[src/rtl/prng_pkg.sv]
// Shared encodings and constants for the prng state controller.
// Seed floors are powers of two, so OR-ing lifts a word to its minimum.
package prng_pkg;

  localparam logic [1:0] OP_SAVE    = 2'd0;
  localparam logic [1:0] OP_RESTORE = 2'd1;
  localparam logic [1:0] OP_RESEED  = 2'd2;
  localparam logic [1:0] OP_RSVD    = 2'd3;

  localparam logic [31:0] C1 = 32'h9E37_79B9;
  localparam logic [31:0] C2 = 32'h7F4A_7C15;

  localparam logic [31:0] S0_MIN = 32'd2;
  localparam logic [31:0] S1_MIN = 32'd8;
  localparam logic [31:0] S2_MIN = 32'd16;

  localparam logic [1:0] WR_IDLE = 2'd0;
  localparam logic [1:0] WR_S0   = 2'd1;
  localparam logic [1:0] WR_S1   = 2'd2;
  localparam logic [1:0] WR_S2   = 2'd3;

  typedef enum logic [2:0] {
    ST_IDLE,
    ST_SAVE,
    ST_W0,
    ST_W1,
    ST_W2,
    ST_CHECK,
    ST_RESP
  } state_e;

  function automatic logic [31:0] floor_word(
    input logic [31:0] w,
    input logic [31:0] min
  );
    return (w < min) ? (w | min) : w;
  endfunction

endpackage

[src/rtl/prng_state_ctrl_if.sv]
// Host command/response handshake bundle for prng_state_ctrl.
// The master is the host register bus; the slave is the controller.
interface prng_state_ctrl_if #(
  parameter int SLOT_W = 2
);
  logic              cmd_valid;
  logic              cmd_ready;
  logic [1:0]        cmd_op;
  logic [SLOT_W-1:0] cmd_slot;
  logic [31:0]       cmd_seed;
  logic              rsp_valid;
  logic              rsp_ready;
  logic [1:0]        rsp_op;
  logic              rsp_ok;

  modport master (
    output cmd_valid, cmd_op, cmd_slot, cmd_seed,
    output rsp_ready,
    input  cmd_ready, rsp_valid, rsp_op, rsp_ok
  );

  modport slave (
    input  cmd_valid, cmd_op, cmd_slot, cmd_seed,
    input  rsp_ready,
    output cmd_ready, rsp_valid, rsp_op, rsp_ok
  );
endinterface

[src/rtl/prng_seed_expand.sv]
// Expands a 32-bit seed into {s2,s1,s0}, each lifted above its
// minimum so the generator never starts from a degenerate state.
module prng_seed_expand
  import prng_pkg::*;
(
  input  logic [31:0] seed,
  output logic [95:0] words
);
  logic [31:0] d0, d1, d2;

  always_comb begin
    d0 = floor_word(seed, S0_MIN);
    d1 = floor_word(seed ^ C1, S1_MIN);
    d2 = floor_word(seed ^ C2, S2_MIN);
    words = {d2, d1, d0};
  end
endmodule

[src/rtl/prng_state_ctrl.sv]
// Writer-side controller for the prng state port: save, restore
// and reseed with a read-back check after every write sequence.
module prng_state_ctrl
  import prng_pkg::*;
#(
  parameter int NSLOTS = 4,
  parameter int SLOT_W = 2
) (
  input  logic          clk,
  input  logic          resetn,
  prng_state_ctrl_if.slave host,
  input  logic [127:0]  prng_state_rd,
  output logic [31:0]   prng_state_wr,
  output logic [1:0]    prng_state_wr_valid,
  output logic          prng_hold
);
  localparam int IDX_W = (NSLOTS > 1) ? $clog2(NSLOTS) : 1;
  localparam int NS    = 2 ** IDX_W;

  state_e            state_q, state_d;
  logic [1:0]        op_q, op_d;
  logic [IDX_W-1:0]  idx_q, idx_d;
  logic [31:0]       seed_q, seed_d;
  logic [1:0]        rsp_op_q, rsp_op_d;
  logic              rsp_ok_q, rsp_ok_d;
  logic [95:0]       slot_q [NS];
  logic [95:0]       slot_d [NS];
  logic [NS-1:0]     vld_q, vld_d;

  logic [95:0]       seed_words;
  logic [95:0]       src;
  logic [31:0]       src_x;
  logic [IDX_W-1:0]  cmd_idx;
  logic              in_range;

  prng_seed_expand u_expand (
    .seed  (seed_q),
    .words (seed_words)
  );

  assign cmd_idx  = host.cmd_slot[IDX_W-1:0];
  assign in_range = 32'(host.cmd_slot) < 32'(NSLOTS);
  assign src      = (op_q == OP_RESEED) ? seed_words : slot_q[idx_q];
  assign src_x    = src[31:0] ^ src[63:32] ^ src[95:64];

  assign host.cmd_ready = resetn && (state_q == ST_IDLE);
  assign host.rsp_valid = (state_q == ST_RESP);
  assign host.rsp_op    = rsp_op_q;
  assign host.rsp_ok    = rsp_ok_q;

  always_comb begin
    prng_state_wr       = '0;
    prng_state_wr_valid = WR_IDLE;
    prng_hold           = 1'b0;
    unique case (state_q)
      ST_W0: begin
        prng_state_wr       = src[31:0];
        prng_state_wr_valid = WR_S0;
        prng_hold           = 1'b1;
      end
      ST_W1: begin
        prng_state_wr       = src[63:32];
        prng_state_wr_valid = WR_S1;
        prng_hold           = 1'b1;
      end
      ST_W2: begin
        prng_state_wr       = src[95:64];
        prng_state_wr_valid = WR_S2;
        prng_hold           = 1'b1;
      end
      ST_CHECK: prng_hold = 1'b1;
      default: ;
    endcase
  end

  always_comb begin
    state_d  = state_q;
    op_d     = op_q;
    idx_d    = idx_q;
    seed_d   = seed_q;
    rsp_op_d = rsp_op_q;
    rsp_ok_d = rsp_ok_q;
    slot_d   = slot_q;
    vld_d    = vld_q;
    unique case (state_q)
      ST_IDLE: begin
        if (host.cmd_valid) begin
          op_d     = host.cmd_op;
          idx_d    = cmd_idx;
          seed_d   = host.cmd_seed;
          rsp_op_d = host.cmd_op;
          rsp_ok_d = 1'b0;
          state_d  = ST_RESP;
          unique case (host.cmd_op)
            OP_SAVE:
              if (in_range) state_d = ST_SAVE;
            OP_RESTORE:
              if (in_range && vld_q[cmd_idx]) state_d = ST_W0;
            OP_RESEED: state_d = ST_W0;
            default: ;
          endcase
        end
      end
      ST_SAVE: begin
        slot_d[idx_q] = prng_state_rd[127:32];
        vld_d[idx_q]  = 1'b1;
        rsp_ok_d      = 1'b1;
        state_d       = ST_RESP;
      end
      ST_W0: state_d = ST_W1;
      ST_W1: state_d = ST_W2;
      ST_W2: state_d = ST_CHECK;
      ST_CHECK: begin
        // Writes pre-empt sampling, so any difference is a real fault.
        rsp_ok_d = (prng_state_rd == {src, src_x});
        state_d  = ST_RESP;
      end
      ST_RESP:
        if (host.rsp_ready) state_d = ST_IDLE;
      default: state_d = ST_IDLE;
    endcase
  end

  always_ff @(posedge clk) begin
    if (!resetn) begin
      state_q  <= ST_IDLE;
      op_q     <= '0;
      idx_q    <= '0;
      seed_q   <= '0;
      rsp_op_q <= '0;
      rsp_ok_q <= 1'b0;
      vld_q    <= '0;
      for (int i = 0; i < NS; i++) slot_q[i] <= '0;
    end else begin
      state_q  <= state_d;
      op_q     <= op_d;
      idx_q    <= idx_d;
      seed_q   <= seed_d;
      rsp_op_q <= rsp_op_d;
      rsp_ok_q <= rsp_ok_d;
      vld_q    <= vld_d;
      slot_q   <= slot_d;
    end
  end
endmodule

[src/flat_wrapper.sv]
// flat-port wrapper written by rule: the top's interface ports become plain ports
module prng_state_ctrl_flat import prng_pkg::*;
#(
  parameter int NSLOTS = 4,
  parameter int SLOT_W = 2
)
  (clk, resetn, prng_state_rd, prng_state_wr, prng_state_wr_valid, prng_hold, host_cmd_valid, host_cmd_op, host_cmd_slot, host_cmd_seed, host_rsp_ready, host_cmd_ready, host_rsp_valid, host_rsp_op, host_rsp_ok);
  prng_state_ctrl_if #(.SLOT_W(SLOT_W)) host_i ();
  input  logic clk;
  input  logic resetn;
  input  logic [127:0] prng_state_rd;
  output logic [31:0] prng_state_wr;
  output logic [1:0] prng_state_wr_valid;
  output logic prng_hold;
  input wire logic [$bits(host_i.cmd_valid)-1:0] host_cmd_valid;
  input wire logic [$bits(host_i.cmd_op)-1:0] host_cmd_op;
  input wire logic [$bits(host_i.cmd_slot)-1:0] host_cmd_slot;
  input wire logic [$bits(host_i.cmd_seed)-1:0] host_cmd_seed;
  input wire logic [$bits(host_i.rsp_ready)-1:0] host_rsp_ready;
  output wire logic [$bits(host_i.cmd_ready)-1:0] host_cmd_ready;
  output wire logic [$bits(host_i.rsp_valid)-1:0] host_rsp_valid;
  output wire logic [$bits(host_i.rsp_op)-1:0] host_rsp_op;
  output wire logic [$bits(host_i.rsp_ok)-1:0] host_rsp_ok;
  assign host_i.cmd_valid = host_cmd_valid;
  assign host_i.cmd_op = host_cmd_op;
  assign host_i.cmd_slot = host_cmd_slot;
  assign host_i.cmd_seed = host_cmd_seed;
  assign host_i.rsp_ready = host_rsp_ready;
  assign host_cmd_ready = host_i.cmd_ready;
  assign host_rsp_valid = host_i.rsp_valid;
  assign host_rsp_op = host_i.rsp_op;
  assign host_rsp_ok = host_i.rsp_ok;
  prng_state_ctrl #(.NSLOTS(NSLOTS), .SLOT_W(SLOT_W)) u_core (.clk(clk), .resetn(resetn), .host(host_i), .prng_state_rd(prng_state_rd), .prng_state_wr(prng_state_wr), .prng_state_wr_valid(prng_state_wr_valid), .prng_hold(prng_hold));
endmodule
[config.mk]
export PLATFORM = sky130hd
export DESIGN_NAME = prng_state_ctrl_flat
export DESIGN_NICKNAME = d
export VERILOG_FILES = /design/src/rtl/prng_pkg.sv /design/src/rtl/prng_state_ctrl_if.sv /design/src/rtl/prng_seed_expand.sv /design/src/rtl/prng_state_ctrl.sv /design/src/flat_wrapper.sv
export SDC_FILE = /design/constraint.sdc
export NUM_CORES = 1
export LEC_CHECK = 0
export CORE_UTILIZATION = 55
export DETAILED_ROUTE_END_ITERATION = 6
export PLACE_DENSITY_LB_ADDON = 0.05
export SYNTH_ARGS = -nofsm -noshare
export SYNTH_HDL_FRONTEND = slang
export SYNTH_SLANG_ARGS = --single-unit
[constraint.sdc]
create_clock -name clk -period 5.35 [get_ports clk]
set_input_delay 1.07 -clock clk [delete_from_list [all_inputs] [get_ports clk]]
set_output_delay 1.07 -clock clk [all_outputs]
set_load 0.01 [all_outputs]
==> results <==
- The core footprint is 0.0434 mm2.
- Measured against its own limit, the worst slew margin works out to about a fifth.
- The end of the worst hold path is u_core.slot_q[185].
- At the pin with the least slew margin, the transition time is ~1.2 ns.
- A synthesized cell averages between 8 and 9 um2.
- The maximum ir drop on the vdd rail is around 250 uV.
- Summed over all layers, the routed wires come to slightly above 100000 um.
- The power density over the cells is around 310 mW/mm2.
- The count of hold-fix buffers inserted at cts is 0.
- The floorplan step defined a die boundary enclosing about 0.045 mm2.
- After synthesis, the netlist uses slightly below 80 different library cells.
- No sink is reached through more buffers than the 3 on the longest clock path.
- The startpoint identified for the worst hold timing path is u_core.slot_q[185].
- The clock root buffer is sky130_fd_sc_hd__clkbuf_16.
- 0 antenna diodes ended up in the layout.
- The endpoint of the worst register-to-register path is u_core.host.rsp_ok.
- The final HPWL from detailed placement is 71400 um.
- The path depth of the worst reg2reg path is 9.
- The category of the worst setup path launch point is a flip-flop.
- Leaving out filler cells and counting taps, the final layout contains roughly 3700.
- The die extent in y is between 200 and 250 um.
- The synthesized netlist occupies a cell area of between 0.02 and 0.025 mm2.
- The final critical delay including setup and external delays is around 4.9 ns.
- In this run the critical register-to-register path is launched from u_core.idx_q[0].
- The number of warning messages in the yosys log is 0.
- The highest net fanout along the worst path is 36.
- In the final design database the tool counted around 3200 nets.
- The register-to-register setup slack is around 0.77 ns.
- CTS saw roughly 430 sinks.
- For this run, the detailed router's first-pass iteration total came to 7.
- The area growth from synthesis to layout is 15.6%.
- TritonCTS built the clock tree.
- The number of clock buffers inserted by TritonCTS is 46.
- The final number of setup-violating endpoints is 0.
- Clock-pin slew was measured on the worst setup and hold paths at 0.06 ns.
- Setup repair after global routing left no endpoint under its margin.
- The number of placed I/O pins is around 210.
- The detail route stage leaves a number of antenna-violating nets equal to 0.
- The ratio of cells with drive above 1 in the final layout is roughly 8.3%.
- The average wire per cell in the routed design is approximately 27 um.
- For this run, the total global-route usage over all layers was measured as around 44%.
- The cell total after placement is 3607.
- The critical path is of the flip-flop to primary output type.
- The count of flip-flops with a built-in enable after synthesis is 0.
- The floorplan has 76 rows.
- The sequential fraction of the synthesis area is between 30% and 40%.
- The via count of the first global-routing pass is roughly 22000.
- The initial cell density of the core is approximately 56%.
- The total nets after synthesis is 3184.
- The DRC violation count after routing is 0.
- Overall power consumption after layout is estimated at 8.78 mW.
- For the worst setup path, the data arrival time is between 3 and 4 ns.
- For this run the aggregate overflow at the end of global routing stands at 0.
- The routed layout has between 20000 and 25000 vias.
- At the end of routability-driven placement, the weighted congestion stood at ~1.1.
- The setup TNS is 0 ns.
- The depth of the CTS H-tree is 2.
- The ratio of routed vias to standard cells is roughly 6.4.
- The final number of hold-violating endpoints is 0.
- The clock arrives with 0.0218 ns of skew.
- The path category of the worst min-delay check is flip-flop to flip-flop.
- The max-cap check violation count is 0.
- The number of antenna violations at the first check in global routing is 4.
- The post-cts repair resize count is 0.
- Counting flops with an async set or reset pin after synthesis yields a share of 0%.
- The final number of max-transition violations is 0.
- The width of the die is 212 um.
- For this run, the top clock speed supported by timing is between 0.2 and 0.25 GHz.
- STA classifies the critical path endpoint as a primary output.
- The worst hold path cell count is 2.
- Port buffering added about 210 buffers.
- The fraction of the core area covered by cells at the end of the flow is between 60% and 70%.
- The flow ran to the end, and the final reports show no timing, DRC or antenna violations.
- The library cell used most frequently in the layout, excluding fill and tap cells, is sky130_fd_sc_hd__nand2_1.
- The first global-routing pass estimated approximately 150000 um of wire.
- Synthesis handed over a netlist of 3016 instances.
- The number of violations reported at the end of detailed-routing iteration 0 is 3051.
- After layout, the worst path uses 91.3% of the clock period.
- The post-synthesis register bit count is roughly 430.
- Clock latency on the worst-skew pair, taken at its later pin, is 0.60 ns.
- In the layout the commonest cells are 951 x sky130_fd_sc_hd__nand2_1, 426 x sky130_fd_sc_hd__a21boi_0, 425 x sky130_fd_sc_hd__dfxtp_1, 206 x sky130_fd_sc_hd__clkdlybuf4s50_1, 109 x sky130_fd_sc_hd__xnor2_1.
- Once the clock tree was built, the setup fixing pass inserted 0 buffers.
- Entering global routing, the biggest net connects roughly 170 pins.
- The critical path data required time is 4.28 ns.
- The leakage component of the power is 9.51 nW.
- The most used flip-flop cell after synthesis is sky130_fd_sc_hd__dfxtp_1.
routing by layer:
metal	GRT usage, %	up-vias	wire length [um]
met5	0	-	33
met4	26.5	4	6730
met3	10.4	346	11000
met2	68.4	1503	44500
met1	56.2	11400	38900
li1	-	10400	-
Yosys cell counts (4+ instances only):
library cell,n,area (um2)
sky130_fd_sc_hd__a2111oi_0,6,52.6
sky130_fd_sc_hd__a211oi_1,19,143
sky130_fd_sc_hd__a21boi_0,426,3200
sky130_fd_sc_hd__a21o_1,6,45.0
sky130_fd_sc_hd__a21oi_1,56,280
sky130_fd_sc_hd__a221o_1,5,50.1
sky130_fd_sc_hd__a221oi_1,14,123
sky130_fd_sc_hd__a22o_1,5,43.8
sky130_fd_sc_hd__a31oi_1,13,81.3
sky130_fd_sc_hd__and2_1,9,56.3
sky130_fd_sc_hd__and3_1,11,68.8
sky130_fd_sc_hd__and3b_1,4,35.0
sky130_fd_sc_hd__buf_1,23,86.3
sky130_fd_sc_hd__buf_2,20,100
sky130_fd_sc_hd__buf_4,11,82.6
sky130_fd_sc_hd__buf_6,8,90.1
sky130_fd_sc_hd__clkbuf_1,199,747
sky130_fd_sc_hd__dfxtp_1,428,8570
sky130_fd_sc_hd__inv_1,31,116
sky130_fd_sc_hd__mux2_2,30,338
sky130_fd_sc_hd__mux2i_1,84,841
sky130_fd_sc_hd__mux4_2,67,1510
sky130_fd_sc_hd__nand2_1,951,3570
sky130_fd_sc_hd__nand2b_1,14,87.6
sky130_fd_sc_hd__nand3_1,18,90.1
sky130_fd_sc_hd__nand3b_1,5,37.5
sky130_fd_sc_hd__nand4_1,17,106
sky130_fd_sc_hd__nor2_1,69,259
sky130_fd_sc_hd__nor2b_1,8,50.1
sky130_fd_sc_hd__nor3_1,25,125
sky130_fd_sc_hd__nor3b_1,8,60.1
sky130_fd_sc_hd__nor4_1,15,93.8
sky130_fd_sc_hd__o2111ai_1,6,52.6
sky130_fd_sc_hd__o211ai_1,7,52.6
sky130_fd_sc_hd__o21a_1,5,37.5
sky130_fd_sc_hd__o21ai_0,56,280
sky130_fd_sc_hd__o221ai_1,5,43.8
sky130_fd_sc_hd__o22ai_1,59,369
sky130_fd_sc_hd__o32ai_1,8,70.1
sky130_fd_sc_hd__or3_1,7,43.8
sky130_fd_sc_hd__or4_1,9,67.6
sky130_fd_sc_hd__xnor2_1,109,955
sky130_fd_sc_hd__xor2_1,96,841
registers in the layout, indices dropped and copies added, names as in the netlist:
signal	flops
u_core.slot_q	384
u_core.host.rsp_op	2
u_core.vld_q	4
u_core.host.rsp_ok	1
u_core.idx_q	2
u_core.state_q	3
u_core.seed_q	32
metrics by stage:
stage / instance area [um2] / hold slack [ns] / setup slack (ns)
finish: 28200 / 0.464 / 0.465
global route: 28200 / 0.481 / 0.319
CTS: 28200 / 0.464 / 0.486
detailed placement: 26600 / 0.455 / 0.860
global placement: 26600 / 0.447 / 0.902
floorplan: 24400 / 0.435 / 1.37
cell type report:
cell class | instances | area [um2]
inverter | 32 | 120
clock buffer | 64 | 1330
tap | 585 | 732
sequential | 428 | 8580
timing repair buffer | 269 | 2590
multi-input combinational | 2293 | 14600
fill | 3720 | 15200
clock inverter | 18 | 194
worst max-delay path: stages (launching register included):
cell and delay (ns):
sky130_fd_sc_hd__dfxtp_4 0.65, sky130_fd_sc_hd__buf_4 0.59, sky130_fd_sc_hd__mux2_2 0.40, sky130_fd_sc_hd__a221oi_1 0.59, sky130_fd_sc_hd__nor2_1 0.08, sky130_fd_sc_hd__nor2_1 0.12
sky130_fd_sc_hd__o22ai_1 0.19, sky130_fd_sc_hd__clkdlybuf4s50_1 0.56
cells by family (layout without fill, tap and decap cells):
| group | count (synthesis) | count (layout) | share of synthesized area [%] |
|---|---|---|---|
| xor gates and xnor gates | 206 | 206 | 7.46 |
| AOI/OAI and AO/OA | 723 | 723 | 21.1 |
| and+or+nand+nor | 1181 | 1181 | 20.0 |
| muxes | 183 | 183 | 11.1 |
| buffers and inverters | 295 | 383 | 5.07 |
| DFF | 428 | 428 | 35.2 |
worst max-delay path by stage:
stage                                startpoint            endpoint  slack (ns)
final                           u_core.idx_q[0]   prng_state_wr[30]        0.46
after global routing            u_core.idx_q[0]   prng_state_wr[30]        0.32
after CTS                       u_core.idx_q[0]   prng_state_wr[30]        0.49
after detailed placement      prng_state_rd[81]  u_core.host.rsp_ok        0.86
after global placement        prng_state_rd[88]  u_core.host.rsp_ok        0.90
after floorplan           u_core.host.rsp_op[0]   prng_state_wr[28]        1.37
power breakdown:
group	internal [mW]	switching [mW]
clock	1.89	1.37
sequential	3.30	0.168
combinational	0.771	1.29
total	5.96	2.82
Note: power is estimated with default switching activity, not from simulation.
